**src/rtl/piso_tx_pkg.sv**
```systemverilog
// Shared types and sizing helpers for the piso_tx serial transmitter.
package piso_pkg;

  typedef enum logic [1:0] {
    S_IDLE  = 2'd0,
    S_SHIFT = 2'd1,
    S_GAP   = 2'd2
  } state_t;

  localparam int GAP_CW = 4;

  // Width of a down-counter that must hold DW-1; never narrower than one bit.
  function automatic int cnt_width(input int dw);
    return (dw < 2) ? 1 : $clog2(dw);
  endfunction

endpackage

```
**src/rtl/piso_shreg.sv**
```systemverilog
// DW-bit left-shifting register with synchronous load/shift and async clear; output is the MSB.
module piso_shreg #(
  parameter int DW = 8
) (
  input  logic          clk,
  input  logic          rst_n,
  input  logic          load,
  input  logic          shift,
  input  logic          fill,
  input  logic [DW-1:0] load_data,
  output logic          msb
);

  logic [DW-1:0] bits;

  // NOTE: sequential state uses non-blocking assignments so every flop samples pre-edge values.
  always_ff @(posedge clk or negedge rst_n) begin
    if (!rst_n) begin
      bits <= '0;
    end else if (load) begin
      bits <= load_data;
    end else if (shift) begin
      bits <= {bits[DW-2:0], fill};
    end
  end

  assign msb = bits[DW-1];

endmodule

```
**src/rtl/piso_tx.sv**
```systemverilog
// Parallel-in/serial-out transmitter, MSB-first with framing strobes and an idle gap.
// Optional trailing even-parity bit when PISO_TX_PARITY_EN is defined.
module piso_tx
  import piso_pkg::*;
#(
  parameter int DW  = 8,
  parameter int GAP = 1
) (
  input  logic          clk,
  input  logic          rst_n,
  input  logic [DW-1:0] din,
  input  logic          din_valid,
  output logic          din_ready,
  output logic          q,
  output logic          q_en,
  output logic          q_first,
  output logic          q_last,
  output logic          busy
);

  localparam int                CW       = cnt_width(DW);
  localparam logic [CW-1:0]     CNT_TOP  = CW'(DW - 1);
  localparam logic [GAP_CW-1:0] GAP_LAST = GAP_CW'((GAP > 0) ? GAP - 1 : 0);

  state_t              state, state_nxt;
  logic [CW-1:0]       cnt, cnt_nxt;
  logic [GAP_CW-1:0]   gcnt, gcnt_nxt;
  logic                ready_nxt;
  logic                ld, sh, fill, last_bit;
  logic [DW-1:0]       ld_data;

`ifdef PISO_TX_PARITY_EN
  // par holds the parity of the accepted word; par_phase marks the trailing parity cycle.
  logic par, par_nxt, par_phase, par_phase_nxt;
  assign fill     = par;
  assign last_bit = par_phase;
`else
  assign fill     = 1'b0;
  assign last_bit = (cnt == '0);
`endif

  always_comb begin
    // NOTE: every variable gets a default first so no path through the case infers a latch.
    state_nxt = state;
    cnt_nxt   = cnt;
    gcnt_nxt  = gcnt;
    ld        = 1'b0;
    sh        = 1'b0;
    ld_data   = '0;
`ifdef PISO_TX_PARITY_EN
    par_nxt       = par;
    par_phase_nxt = par_phase;
`endif
    case (state)
      S_IDLE: begin
        if (din_valid && din_ready) begin
          state_nxt = S_SHIFT;
          cnt_nxt   = CNT_TOP;
          ld        = 1'b1;
          ld_data   = din;
`ifdef PISO_TX_PARITY_EN
          par_nxt       = ^din;
          par_phase_nxt = 1'b0;
`endif
        end
      end
      S_SHIFT: begin
        if (last_bit) begin
          // Reload zeros so q rests low between frames.
          ld        = 1'b1;
          gcnt_nxt  = '0;
          state_nxt = (GAP > 0) ? S_GAP : S_IDLE;
`ifdef PISO_TX_PARITY_EN
          par_phase_nxt = 1'b0;
`endif
        end else begin
          sh = 1'b1;
          if (cnt != '0) begin
            cnt_nxt = cnt - 1'b1;
          end
`ifdef PISO_TX_PARITY_EN
          else begin
            par_phase_nxt = 1'b1;
          end
`endif
        end
      end
      S_GAP: begin
        if (gcnt == GAP_LAST) begin
          state_nxt = S_IDLE;
        end else begin
          gcnt_nxt = gcnt + 1'b1;
        end
      end
      default: state_nxt = S_IDLE;
    endcase
    ready_nxt = (state_nxt == S_IDLE);
  end

  // NOTE: only control flops carry the async reset; the shift register is cleared inside piso_shreg.
  always_ff @(posedge clk or negedge rst_n) begin
    if (!rst_n) begin
      state     <= S_IDLE;
      cnt       <= '0;
      gcnt      <= '0;
      din_ready <= 1'b0;
    end else begin
      state     <= state_nxt;
      cnt       <= cnt_nxt;
      gcnt      <= gcnt_nxt;
      din_ready <= ready_nxt;
    end
  end

`ifdef PISO_TX_PARITY_EN
  always_ff @(posedge clk or negedge rst_n) begin
    if (!rst_n) begin
      par       <= 1'b0;
      par_phase <= 1'b0;
    end else begin
      par       <= par_nxt;
      par_phase <= par_phase_nxt;
    end
  end
`endif

  piso_shreg #(.DW(DW)) u_shreg (
    .clk       (clk),
    .rst_n     (rst_n),
    .load      (ld),
    .shift     (sh),
    .fill      (fill),
    .load_data (ld_data),
    .msb       (q)
  );

  assign q_en    = (state == S_SHIFT);
  assign q_first = (state == S_SHIFT) && (cnt == CNT_TOP);
  assign q_last  = (state == S_SHIFT) && last_bit;
  assign busy    = (state != S_IDLE);

endmodule

```
**config.mk**
```make
export PLATFORM = sky130hd
export DESIGN_NAME = piso_tx
export DESIGN_NICKNAME = d
export VERILOG_FILES = /design/src/rtl/piso_tx_pkg.sv /design/src/rtl/piso_shreg.sv /design/src/rtl/piso_tx.sv
export SDC_FILE = /design/constraint.sdc
export NUM_CORES = 1
export LEC_CHECK = 0
export ABC_AREA = 0
export CORE_MARGIN = 2
export CORE_UTILIZATION = 43
export DETAILED_ROUTE_END_ITERATION = 16
export GPL_TIMING_DRIVEN = 0
export PLACE_DENSITY = 0.66
export SETUP_SLACK_MARGIN = 0.02
export SYNTH_ARGS = -nofsm -noshare
export SYNTH_HDL_FRONTEND = slang
export SYNTH_SLANG_ARGS = --single-unit
```
**constraint.sdc**
```tcl
create_clock -name clk -period 5.2 [get_ports clk]
set_clock_uncertainty 0.2 [all_clocks]
set_input_delay 1.04 -clock clk [delete_from_list [all_inputs] [get_ports clk]]
set_output_delay 1.04 -clock clk [all_outputs]
set_load 0.01 [all_outputs]
```
## Word level (Yosys, flattened, before mapping)

Index checks and enable logic that the tools add are counted.

| word-level totals | value |
|---|---|
| register bits after elaboration | 18 |
| bits in latches | 0 |
| RAM bits | 0 |
| memory bits (read-only) | 0 |
| input port bits | 11 |
| memories | 0 |

| cells by class | value |
|---|---|
| $add $sub $neg | 2 |
| $mul | 0 |
| div/mod/pow operators | 0 |
| order comparisons | 0 |
| eq/ne operators | 8 |
| shift operators | 0 |
| mux-type cells | 20 |
| bitwise operators | 0 |
| reduce and logical (&&, ||, !) cells | 14 |

Operators with widths:

| cell | count |
|---|---|
| $mux 8 | 4 |
| $mux 3 | 3 |
| $mux 4 | 2 |
| $pmux 4 s2 | 1 |
| $reduce_bool 2->1 | 4 |
| $mux 2 | 3 |
| $ne 2x2->1 const B | 3 |
| $pmux 2 s3 | 1 |
| $pmux 3 s2 | 1 |
| $add 4x1->4 const B | 1 |
| $logic_not 2->1 | 2 |
| $logic_not 4->1 | 1 |
| $mux 1 | 4 |
| $ne 2x1->1 const B | 2 |
| $reduce_and 4->1 | 1 |
| $eq 3x3->1 const B | 1 |
| $logic_and 1x1->1 | 3 |
| $logic_not 3->1 | 1 |
| $reduce_and 3->1 | 1 |
| $reduce_bool 3->1 | 1 |
| $sub 3x1->3 const B | 1 |
| $eq 2x1->1 const B | 1 |
| $eq 2x2->1 const B | 1 |
| $pmux 1 s2 | 1 |

## Logic depth before layout (Yosys ltp)

| depth | value |
|---|---|
| depth after elaboration | 5 |
| gate-level depth with buffers | 7 |
| depth with buffers taken out | 5 |

## By module

A second synthesis with hierarchy kept.

| second synthesis, totals | value |
|---|---|
| cell total of the unflattened synthesis | 124 |
| area total of the unflattened synthesis | 1,144.8 um^2 |

By module, submodules not included:

| module | instances | cells each | area an instance (um^2) | sequential area each (um^2) |
|---|---|---|---|---|
| piso_tx | 1 | 90 | 772.0 | 250.2 |
| piso_shreg | 1 | 34 | 372.9 | 200.2 |

## Least setup slack after synthesis

No wires, ideal clock.

| timing | value |
|---|---|
| kind | register to output |
| start | register state[1] |
| end | output port q_first |
| arrival time | 1,388 ps |
| setup slack | 2,572 ps |
| stages on the path, launching flop included | 6 |
| buffers on the path | 2 |
| path through | dfrtp_1 inv_1 ha_1 buf_4 buf_2 and3_1 |

| on the way | value |
|---|---|
| longest elaborated chain between the ends | 2 |

Ends and longest elaborated chain:

| element | line | text |
|---|---|---|
| start, declared | piso_tx.sv:25 | `state_t state, state_nxt;` |
| start signal, assigned | piso_tx.sv:108 | `state <= state_nxt;` |
| $eq 2x1->1 | - |  |
| named net q_en | piso_tx.sv:15 | `output logic q_en,` |
| $logic_and 1x1->1 | piso_tx.sv:138 | `assign q_first = (state == S_SHIFT) && (cnt == CNT_TOP);` |
| end, declared | piso_tx.sv:16 | `output logic q_first,` |

The timed path passes the listed nets, and every way through them passes these cells.

## Worst setup path after layout

| timing | value |
|---|---|
| start | register state[1] |
| end | output port q_first |

| on the way | value |
|---|---|
| longest elaborated chain between the ends | 2 |

Ends and longest elaborated chain:

| element | line |
|---|---|
| $eq 2x1->1 | piso_tx.sv:138 |
| $logic_and 1x1->1 | piso_tx.sv:138 |

No other way between the ends.

==> metrics.md <==
| Metric | Value |
|---|---|
| Count of final setup violators | `0` |
| Skew-Pair Late Insertion Delay | `300 ps` |
| Drt pass-1 iters | `4` |
| Clock root buffer master | `clkbuf_4` |
| DR WL/cell | `14.2 um` |
| Vias in the first global route | `960` |
| Slew HR | `47.0%` |
| Overflow after GRT | `0` |
| CTS buffer count | `3` |
| TritonCTS clock tree | `built` |
| Clock Tree Buf Depth | `2` |
| DR iter-0 viols | `28` |
| Sink Count | `18` |
| Worst VDD drop | `319 uV` |
| Max FO, Critical Path | `10` |
| CP required | `3960 ps` |
| Final worst path period share | `69.5%` |
| Cts hold-fix bufs | `0` |
| Power Dens Cells | `494 nW/um^2` |
| Fin crit period | `3610 ps` |
| Die Y-Extent | `56.1 um` |
| Worst-path clk slew | `110 ps` |
| Count of nets after finishing | `166` |
| Setup TNS | `0 ps` |
| Routability Congestion | `0.832` |
| First-pass GRT wire length | `4.25 mm` |
| GRT Total Usage | `16.7%` |
| Initial core utilization | `46.3%` |
| Count of cell types in the netlist | `35` |
| Hold WS | `358 ps` |
| Design area | `1400 sq um` |
| Slew Limit Fails | `0` |
| Die X-Extent | `56.1 um` |
| Core Util, Final | `55.6%` |
| I/O Buffers | `16` |
| Vias post-DR | `973` |
| Synth warnings | `0` |
| CP arrival | `2370 ps` |
| Vias per Instance | `5.56` |
| Status | `finished clean` |
| Fin. Hold Viols | `0` |
| Startpoint types | `register` |
| Final worst slack | `1590 ps` |
| Post-Route WL | `2.48 mm` |
| Ys async rst share | `100%` |
| Worst slack at placement | `1900 ps` |
| Hpwl dp | `1.80 mm` |
| Diodes inserted | `0` |
| Avg Cell Area, Syn | `9.35 sq um` |
| Critical path type | `register to primary output` |
| Number of routed nets with antenna violations | `0` |
| Layout cell share with drive strength beyond 1 | `11.7%` |
| Initial antenna violation count | `0` |
| Hold Crit Class | `register to register` |
| Core area | `2520 sq um` |
| Io pins | `17` |
| Critical path endpoint category | `primary output` |
| RSZ-0062 raised after global routing | `no` |
| Fmax | `0.277 GHz` |
| Cells after Synth | `125` |
| Syn nets | `145` |
| Area of placed instances | `1370 sq um` |
| Number of synthesized flops with an enable pin | `0` |
| Worst slew pin tran | `792 ps` |
| Leakage | `0.622 nW` |
| # rows | `18` |
| Synth Flop Type | `dfrtp_1` |
| Seq/Total Area, Yosys | `38.5%` |
| Synth Register Bits | `18` |
| Number of max-cap violations | `0` |
| Synthesis-to-layout area growth | `20.0%` |
| H-Tree Depth | `1` |
| Post-CTS Resized | `0` |
| Post-route DRC | `0` |
| Setup Buffers After CTS | `0` |
| Synthesized area | `1170 sq um` |
| Die Area | `3150 sq um` |
| Maximum number of pins on one net before global-route repair | `19` |
==> final timing paths <==
kind,to,cells past startpoint,slack [ps],from
max,q_first,6,1590,state[1]$_DFF_PN0_
min,u_shreg.bits[0]$_DFFE_PN0P_,2,360,u_shreg.bits[0]$_DFFE_PN0P_
max reg2reg,gcnt[3]$_DFFE_PN0P_,5,3220,cnt[0]$_DFFE_PN0P_
min reg2reg,u_shreg.bits[0]$_DFFE_PN0P_,2,360,u_shreg.bits[0]$_DFFE_PN0P_
max in group asynchronous,cnt[2]$_DFFE_PN0P_,1,3320,rst_n
min in group asynchronous,u_shreg.bits[6]$_DFFE_PN0P_,1,990,rst_n
==> state kept, by name, summed over array words and instances, names as in the netlist <==
name and count:
state 2, u_shreg.bits 8, cnt 3, gcnt 4
din_ready 1
==> Yosys cell counts, types with 2 or more instances <==
library cell / count / area share [%]
nand2_1: 13 / 4.2
nor3_1: 2 / 0.86
nor2b_1: 8 / 4.3
ha_1: 9 / 9.6
and3_1: 2 / 1.1
o21ai_0: 11 / 4.7
a21bo_2: 2 / 1.7
nand3_1: 2 / 0.86
a21oi_1: 2 / 0.86
nand2b_1: 3 / 1.6
a21boi_0: 2 / 1.3
o211ai_1: 3 / 1.9
buf_2: 3 / 1.3
dfrtp_1: 18 / 39
a211o_1: 2 / 1.5
a31oi_1: 8 / 4.3
inv_1: 12 / 3.9
and3b_1: 2 / 1.5
nor2_1: 2 / 0.64
buf_4: 2 / 1.3
a2111oi_0: 3 / 2.2
==> per-layer routing <==
layer / up-vias / global-route usage (%) / part of all wire (%)
li1: 489 / - / -
met1: 452 / 23.0 / 49
met2: 30 / 25.9 / 44
met3: 2 / 5.35 / 5.6
met4: 0 / 3.40 / 0.60
met5: - / 0 / 0
==> metrics by stage <==
step,power (mW),std cells
final,0.693,175
after global routing,0.754,175
after CTS,0.698,175
after detailed placement,0.609,171
after global placement,0.599,171
after floorplan,0.490,125
==> critical path: stages, from the launching register on <==
cell,delay [ps]
dfrtp_1,410
inv_1,100
ha_1,370
buf_4,250
buf_2,230
and3_1,180
clkdlybuf4s50_1,530
==> cell usage in the layout, fill, tap and decap left out, types with 2 or more instances in the layout <==
cell type	n
dfrtp_1	18
clkdlybuf4s50_1	16
nand2_1	13
inv_1	12
o21ai_0	11
ha_1	9
nor2b_1	8
a31oi_1	8
o211ai_1	3
buf_2	3
nand2b_1	3
a2111oi_0	3
clkbuf_4	3
buf_4	2
a21oi_1	2
a21bo_2	2
and3_1	2
nor2_1	2
nand3_1	2
and3b_1	2
a21boi_0	2
nor3_1	2
a211o_1	2
==> power by group <==
group | switching (mW) | total (mW) | internal (mW)
clock network | 0.0446 | 0.0873 | 0.0427
registers | 0.0394 | 0.229 | 0.190
logic | 0.200 | 0.377 | 0.176
==> final cells by class <==
cell class                      count  area, sq um
Buffer                              5         30.0
Multi-Input combinational cell     90          643
Clock buffer                        4         36.3
Inverter                           12         45.0
Timing Repair Buffer               16          160
Sequential cell                    18          450
Tap cell                           30         37.5
Fill cell                         229         1120
==> cell families (layout without fill, tap and decap cells) <==
group | Yosys count | in the layout | synth area share [%]
flops | 18 | 18 | 38.5
simple gates | 40 | 40 | 19.0
buf+inv | 17 | 37 | 6.42
fa+ha+maj | 9 | 9 | 9.64
compound gates | 41 | 41 | 26.4
Power figures use the tool's default switching activity.
